===== config.mk =====
export PLATFORM = sky130hd
export DESIGN_NAME = maxnet_controller
export DESIGN_NICKNAME = d
export VERILOG_FILES = /design/src/rtl/maxnet_controller.sv
export SDC_FILE = /design/constraint.sdc
export NUM_CORES = 1
export LEC_CHECK = 0
export BUFFER_PORTS_ARGS = -buffer_cell sky130_fd_sc_hd__buf_2
export CORE_UTILIZATION = 54
export CTS_CLUSTER_SIZE = 28
export DETAILED_ROUTE_END_ITERATION = 6
export HOLD_SLACK_MARGIN = 0.08
export PLACE_DENSITY = 0.77
export SETUP_SLACK_MARGIN = 0.15
export SYNTH_ARGS = -nofsm -noshare
export SYNTH_HDL_FRONTEND = slang
export SYNTH_SLANG_ARGS = --single-unit

===== constraint.sdc =====
create_clock -name clk -period 2 [get_ports clk]
set_input_delay 0.6 -clock clk [delete_from_list [all_inputs] [get_ports clk]]
set_output_delay 0.6 -clock clk [all_outputs]
set_load 0.01 [all_outputs]

===== src/rtl/maxnet_controller.sv =====
// rtl/maxnet_controller.sv - iteration control FSM for the four-PLU Maxnet datapath
module maxnet_controller #(
    parameter int MAX_ITER     = 64,
    parameter int ITER_W       = 8,
    parameter int WAIT_TIMEOUT = 255,
    parameter int TO_W         = 8
) (
    input  logic              clk,
    input  logic              rst,
    input  logic              start,
    input  logic              plu1_done,
    input  logic              plu2_done,
    input  logic              plu3_done,
    input  logic              plu4_done,
    input  logic              finish,
    output logic              plu_start,
    output logic              mux_sel,
    output logic              we_a_reg,
    output logic              we_prim,
    output logic              busy,
    output logic              done,
    output logic              iter_limit,
    output logic              timeout,
    output logic [ITER_W-1:0] iter_count
);

    localparam logic [2:0] S_IDLE   = 3'd0;
    localparam logic [2:0] S_LOAD   = 3'd1;
    localparam logic [2:0] S_RUN    = 3'd2;
    localparam logic [2:0] S_WAIT   = 3'd3;
    localparam logic [2:0] S_UPDATE = 3'd4;
    localparam logic [2:0] S_CHECK  = 3'd5;
    localparam logic [2:0] S_DONE   = 3'd6;

    logic [2:0]      state;
    logic [3:0]      done_flags;
    logic [TO_W-1:0] wait_cnt;

    logic [3:0]      done_now;
    logic            all_done;
    logic [TO_W-1:0] wait_cnt_next;
    logic            wait_expired;
    logic            iter_at_limit;
    logic            iter_at_max;

    // A done arriving in the same cycle as the check still counts toward completion.
    assign done_now      = done_flags | {plu4_done, plu3_done, plu2_done, plu1_done};
    assign all_done      = &done_now;
    assign wait_cnt_next = wait_cnt + TO_W'(1);
    assign wait_expired  = (wait_cnt_next == TO_W'(WAIT_TIMEOUT));
    assign iter_at_limit = (iter_count == ITER_W'(MAX_ITER));
    assign iter_at_max   = (iter_count == {ITER_W{1'b1}});

    always_ff @(posedge clk) begin
        if (rst) begin
            state      <= S_IDLE;
            done_flags <= '0;
            wait_cnt   <= '0;
            iter_count <= '0;
            iter_limit <= 1'b0;
            timeout    <= 1'b0;
        end else begin
            case (state)
                S_IDLE: begin
                    if (start) begin
                        state      <= S_LOAD;
                        iter_count <= '0;
                        iter_limit <= 1'b0;
                        timeout    <= 1'b0;
                    end
                end
                S_LOAD: state <= S_RUN;
                S_RUN: begin
                    done_flags <= '0;
                    wait_cnt   <= '0;
                    state      <= S_WAIT;
                end
                S_WAIT: begin
                    done_flags <= done_now;
                    wait_cnt   <= wait_cnt_next;
                    if (all_done) begin
                        state <= S_UPDATE;
                    end else if (wait_expired) begin
                        timeout <= 1'b1;
                        state   <= S_DONE;
                    end
                end
                S_UPDATE: begin
                    if (!iter_at_max) begin
                        iter_count <= iter_count + ITER_W'(1);
                    end
                    state <= S_CHECK;
                end
                S_CHECK: begin
                    if (finish) begin
                        state <= S_DONE;
                    end else if (iter_at_limit) begin
                        iter_limit <= 1'b1;
                        state      <= S_DONE;
                    end else begin
                        state <= S_RUN;
                    end
                end
                S_DONE:  state <= S_IDLE;
                default: state <= S_IDLE;
            endcase
        end
    end

    assign plu_start = (state == S_RUN);
    assign mux_sel   = (state == S_UPDATE);
    assign we_a_reg  = (state == S_LOAD) || (state == S_UPDATE);
    assign we_prim   = (state == S_LOAD);
    assign busy      = (state != S_IDLE);
    assign done      = (state == S_DONE);

endmodule


Yosys cells after proc, flatten, opt, wreduce, memory -nomap -nowiden
Index checks and enable logic that the tools add are counted.

Logic and storage cells: 55. Bits of input ports: 8. Output and inout bits: 16. Register bits after elaboration: 25.

Add/subtract/negate cells: 2. Eq/ne operators: 16. Bitwise gates (word level): 1. Reductions and logical operators: 12. Mux-type cells: 18.

Operators by type and width (number): case mux 8 bit (2 select lines) (2); case mux 3 bit (6 select lines) (1); adder 8 x 1 -> 8 bit (second input constant) (2); equality test 8 bit (second input constant) (2); two-way mux 8 bit (2); two-way mux 3 bit (5); inequality test 2 bit (second input constant) (6); AND reduction 4 bit (3); equality test 3 bit (second input constant) (3); equality test 8 x 7 -> 1 bit (second input constant) (1); case mux 4 bit (2 select lines) (1); nonzero test 2 bit (4); equality test 3 x 2 -> 1 bit (second input constant) (2); two-way mux 1 bit (5); OR 4 bit (1); case mux 1 bit (2 select lines) (2); equality test 3 x 1 -> 1 bit (second input constant) (1); zero test 3 bit (1); inequality test 3 bit (second input constant) (1); AND reduction 3 bit (1); nonzero test 3 bit (1); AND reduction 2 bit (1); logical OR 1 bit (1).

Logic depth before layout (Yosys ltp)
Depth after elaboration: 5. Gate-level depth with buffers: 7. Mapped depth without buffers: 6.

Worst setup path after synthesis
Ideal clock, no wire load.

Kind: reg-to-reg. From: reg wait_cnt[0]. To: reg timeout. Required time: 1921 ps. Path buffers: 0. Period minus slack after synthesis: 1769 ps. Library setup time: 79 ps. Arrival: 1690 ps. Path slack: 231 ps. Cell stages (with the launch flop): 6. Path through: dfxtp_1 ha_1 or2b_1 a221o_1 or4_1 a211oi_2.

Longest elaborated chain between the ends: 4.

Ends and longest elaborated chain: from (decl) (line 37) `logic [TO_W-1:0] wait_cnt;`; from (signal assigned) (line 80) `wait_cnt <= wait_cnt_next;`; adder 8 x 1 -> 8 bit (line 49) `assign wait_cnt_next = wait_cnt + TO_W'(1);`; equality test 8 bit (line 50) `assign wait_expired = (wait_cnt_next == TO_W'(WAIT_TIMEOUT));`; inequality test 2 bit (no line); AND reduction 4 bit (no line); to (signal assigned) (line 61) `timeout <= 1'b0;`; to (signal assigned) (line 69) `timeout <= 1'b0;`; to (signal assigned) (line 84) `timeout <= 1'b1;`; to (decl) (line 23) `output logic timeout,`.

No other way between the ends. A chain may end at the register's enable or synchronous reset.

Final worst setup path
From: reg state[1]. To: out done.

Longest elaborated chain between the ends: 1.

Ends and longest elaborated chain: from (decl) (line 35) `logic [2:0] state;`; from (signal assigned) (line 56) `state <= S_IDLE;`; from (signal assigned) (line 66) `state <= S_LOAD;`; from (signal assigned) (line 72) `S_LOAD: state <= S_RUN;`; equality test 3 bit (line 115) `assign done = (state == S_DONE);`; to (decl) (line 21) `output logic done,`.

No other way between the ends.

==> impl_results.md <==
- Hold_buf cts: 0
- Clock skew: 0.00769 ns
- Worst slew margin: 61.6%
- Post-DRT Antenna Nets: 0
- Final setup vio count: 0
- FF+latch count, synth: 25
- Total track usage: about 28%
- Max-Cap Viols: 0
- Met3 usage: under 10%
- Slew @ Worst Pin: about 0.57 ns
- P_sw: between 300 and 400 uW
- Cell Chain, Critical Path: buf_6 -> buf_4 -> nand2_1 -> nor2_1 -> buf_2
- Initial Util: 58.9%
- Finished Cell Area: roughly 1700 um^2
- Reg2Reg Capture Point: state[2]
- Peak Freq: about 540 MHz
- EDFF count, synth: 0
- Min-delay src: iter_limit
- Worst Hold Class: reg -> reg
- Final Max Tran Viols: 0
- Cell Rows: 17
- Clock transition at the registers of the reported paths: 0.13 ns
- Async SR Flop Fraction: 0%
- Final period util: approximately 93%
- Primary FF master, synth: dfxtp_1
- Worst slack, placed: 0.124 ns
- Min Tclk post-route: ~1.9 ns
- P&R area growth vs syn: 24.6%
- Setup TNS: 0 ns
- Core area: between 2000 and 2500 um^2
- Placed inst area: approximately 1500 um^2
- Max Buffers Root-to-Sink: 2
- Startpoint types: flip-flop
- FILL cells: ~170
- Seq pwr share: a little over half
- RSZ-0062 raised after global routing: yes
- Wire per inst: about 15 um
- Gate count after technology mapping: between 150 and 200
- Die Span X: about 52 um
- Vias per Instance: 5.98
- CTS Buf Count: 3
- Status: finished, final reports clean
- Cell-internal power: about 700 uW
- DR pass1 iterations: 4
- Syn Area/Cell: about 8.0 um^2
- WP data required: roughly 1.4 ns
- Combinational Power Share: 24.8%
- First-pass GRT wire length: ~5500 um
- Max incr delay on CP: between 0.3 and 0.4 ns
- WP buf/inv: 3
- Power per Cell Area: between 600 and 700 nW/um^2
- DR iter-0 viols: 61
- Crit path kind: reg -> out
- Met2 usage in global routing: between 40% and 50%
- Post-synth design cell area: ~1400 um^2
- Delay-heaviest family, CP: flip-flops
- FF-to-FF setup slack: 0.14 ns
- Routed WL: ~3500 um
- Sink Count: 25
- Critical path arrival: about 1.3 ns
- Detail Placement HPWL: 2120 um
- Setup crit end kind: primary output
- Sequential cell area fraction in the yosys report: roughly 37%
- CP Max Fanout: 5
- GRT Residual Overflow: 0
- Syn nets: around 180
- Net Sw Frac: between 30% and 40%
- GR Layer Usage met1: about a third
- IO Count: 24
- Worst path slowest cell: dfxtp_4
- Final worst setup slack: around 0.14 ns
- CTS H-Tree Depth: 1
- Skew-Pair Late Insertion Delay: approximately 0.33 ns
- Initial antenna violation count: 0
- Residual DRC count: 0
- Number of diodes: 0
- Vias in the first global route: around 1300
- VDD IR max: slightly above 0.0005 V
- Synth warn: 0
- Final estimated routing congestion in global placement: 0.808
- DIE AREA: roughly 2700 um^2
- Die H: 52.1 um
- Largest net degree at the start of global routing: 14
- Clk pwr share: a little under a quarter
- CTS root buffer: clkbuf_4
- Hold Path Sink: iter_limit
- Final Hold Viols: 0
- Leakage: around 0.00066 uW
- Port Buffers: 23
- R2R depth: 6
- RR Startpoint: wait_cnt[1]
- Vias: between 1000 and 1500
- CTS tree: built
- Global route hottest layer: met2
- Hold depth: 2
- Final net count: roughly 220
- Layout cell share with drive strength beyond 1: about 30%
- Netlist cell types: 43
routing by layer:
| metal | part of all wire [%] | vias up |
|---|---|---|
| met5 | 0 | - |
| li1 | - | 659 |
| met2 | 47 | 65 |
| met1 | 44 | 648 |
| met3 | 6.3 | 16 |
| met4 | 3.2 | 0 |
cells by family (layout without fill, tap and decap cells):
group	after synthesis	count (layout)	synth area share, %
AOI/OAI and AO/OA	34	34	15.7
xor gates and xnor gates	9	9	5.82
adders and majority gates	4	4	3.70
buffers and inverters	14	48	5.45
DFF	25	25	37.0
muxes	1	1	0.832
and+or+nand+nor	83	83	31.5
sequential cells by signal (all words and copies together), names as in the netlist:
signal / count
done_flags: 4
iter_count: 8
iter_limit: 1
state: 3
timeout: 1
wait_cnt: 8
Yosys cell counts (3+ instances only):
| master | count | area, um^2 |
|---|---|---|
| nor2_1 | 32 | 120 |
| dfxtp_1 | 25 | 500 |
| a21oi_1 | 14 | 70.1 |
| nand2_1 | 11 | 41.3 |
| xnor2_1 | 9 | 78.8 |
| inv_1 | 6 | 22.5 |
| nand3_1 | 6 | 30.0 |
| clkbuf_1 | 5 | 18.8 |
| o21ai_0 | 5 | 25.0 |
| ha_1 | 4 | 50.1 |
| nor3_1 | 4 | 20.0 |
| a22oi_1 | 3 | 22.5 |
| and2_1 | 3 | 18.8 |
| nor2b_1 | 3 | 18.8 |
| nor3b_1 | 3 | 22.5 |
| nor4_1 | 3 | 18.8 |
power groups by stage:
stage / logic [uW] / clock network, uW / registers [uW]
3_3_place_gp: 184 / 0 / 551
4_1_cts: 236 / 237 / 538
2_1_floorplan: 140 / 0 / 545
6_report: 256 / 236 / 540
3_5_place_dp: 190 / 0 / 552
5_1_grt: 277 / 255 / 543
per-stage QoR:
step                hold slack, ns  std cells  util [%]  total power (uW)
detailed placement           0.449        218      64.9               742
floorplan                    0.437        170         -               685
CTS                          0.469        228      70.5              1010
global route                 0.482        232      73.4              1080
global placement             0.432        218      64.9               736
finish                       0.468        232      73.4              1030
worst max path at each step:
stage	startpoint	to	slack, ns	cells past startpoint
2_1_floorplan	wait_cnt[0]	timeout	0.23	5
3_3_place_gp	wait_cnt[1]	timeout	0.20	5
3_5_place_dp	wait_cnt[1]	timeout	0.12	5
4_1_cts	state[1]	we_a_reg	0.13	4
5_1_grt	iter_count[0]	iter_limit	0.08	6
6_report	state[1]	done	0.14	5
placed cells by master, fill, tap and decap left out, types with 4 or more instances in the layout:
cell type,count
buf_2,22
dfxtp_1,19
o21ai_0,5
buf_4,12
nand2_1,11
nor2_1,29
a21oi_1,14
inv_1,6
nand3_1,6
dfxtp_4,4
xnor2_1,9
worst reg2reg max path, cell delays in order, from the launching register on:
cell	delay (ns)
dfxtp_4	0.40
ha_4	0.16
or2b_1	0.24
a221o_1	0.36
buf_4	0.15
or3_1	0.34
a21oi_1	0.15
layout make-up:
class | count | area [um^2] | share of cell area [%]
timing repair buffer | 38 | 254 | 15.1
tap | 28 | 35.0 | 2.08
inverter | 6 | 22.5 | 1.34
multi-input combinational | 131 | 831 | 49.3
clock buffer | 4 | 26.3 | 1.56
sequential | 25 | 518 | 30.7
what timing repair did:
action	CTS	global route
setup buffers	6	4
setup endpoints to repair	6	6
pin swaps	2	5
resized for setup	16	9
Note: power is estimated with default switching activity, not from simulation.
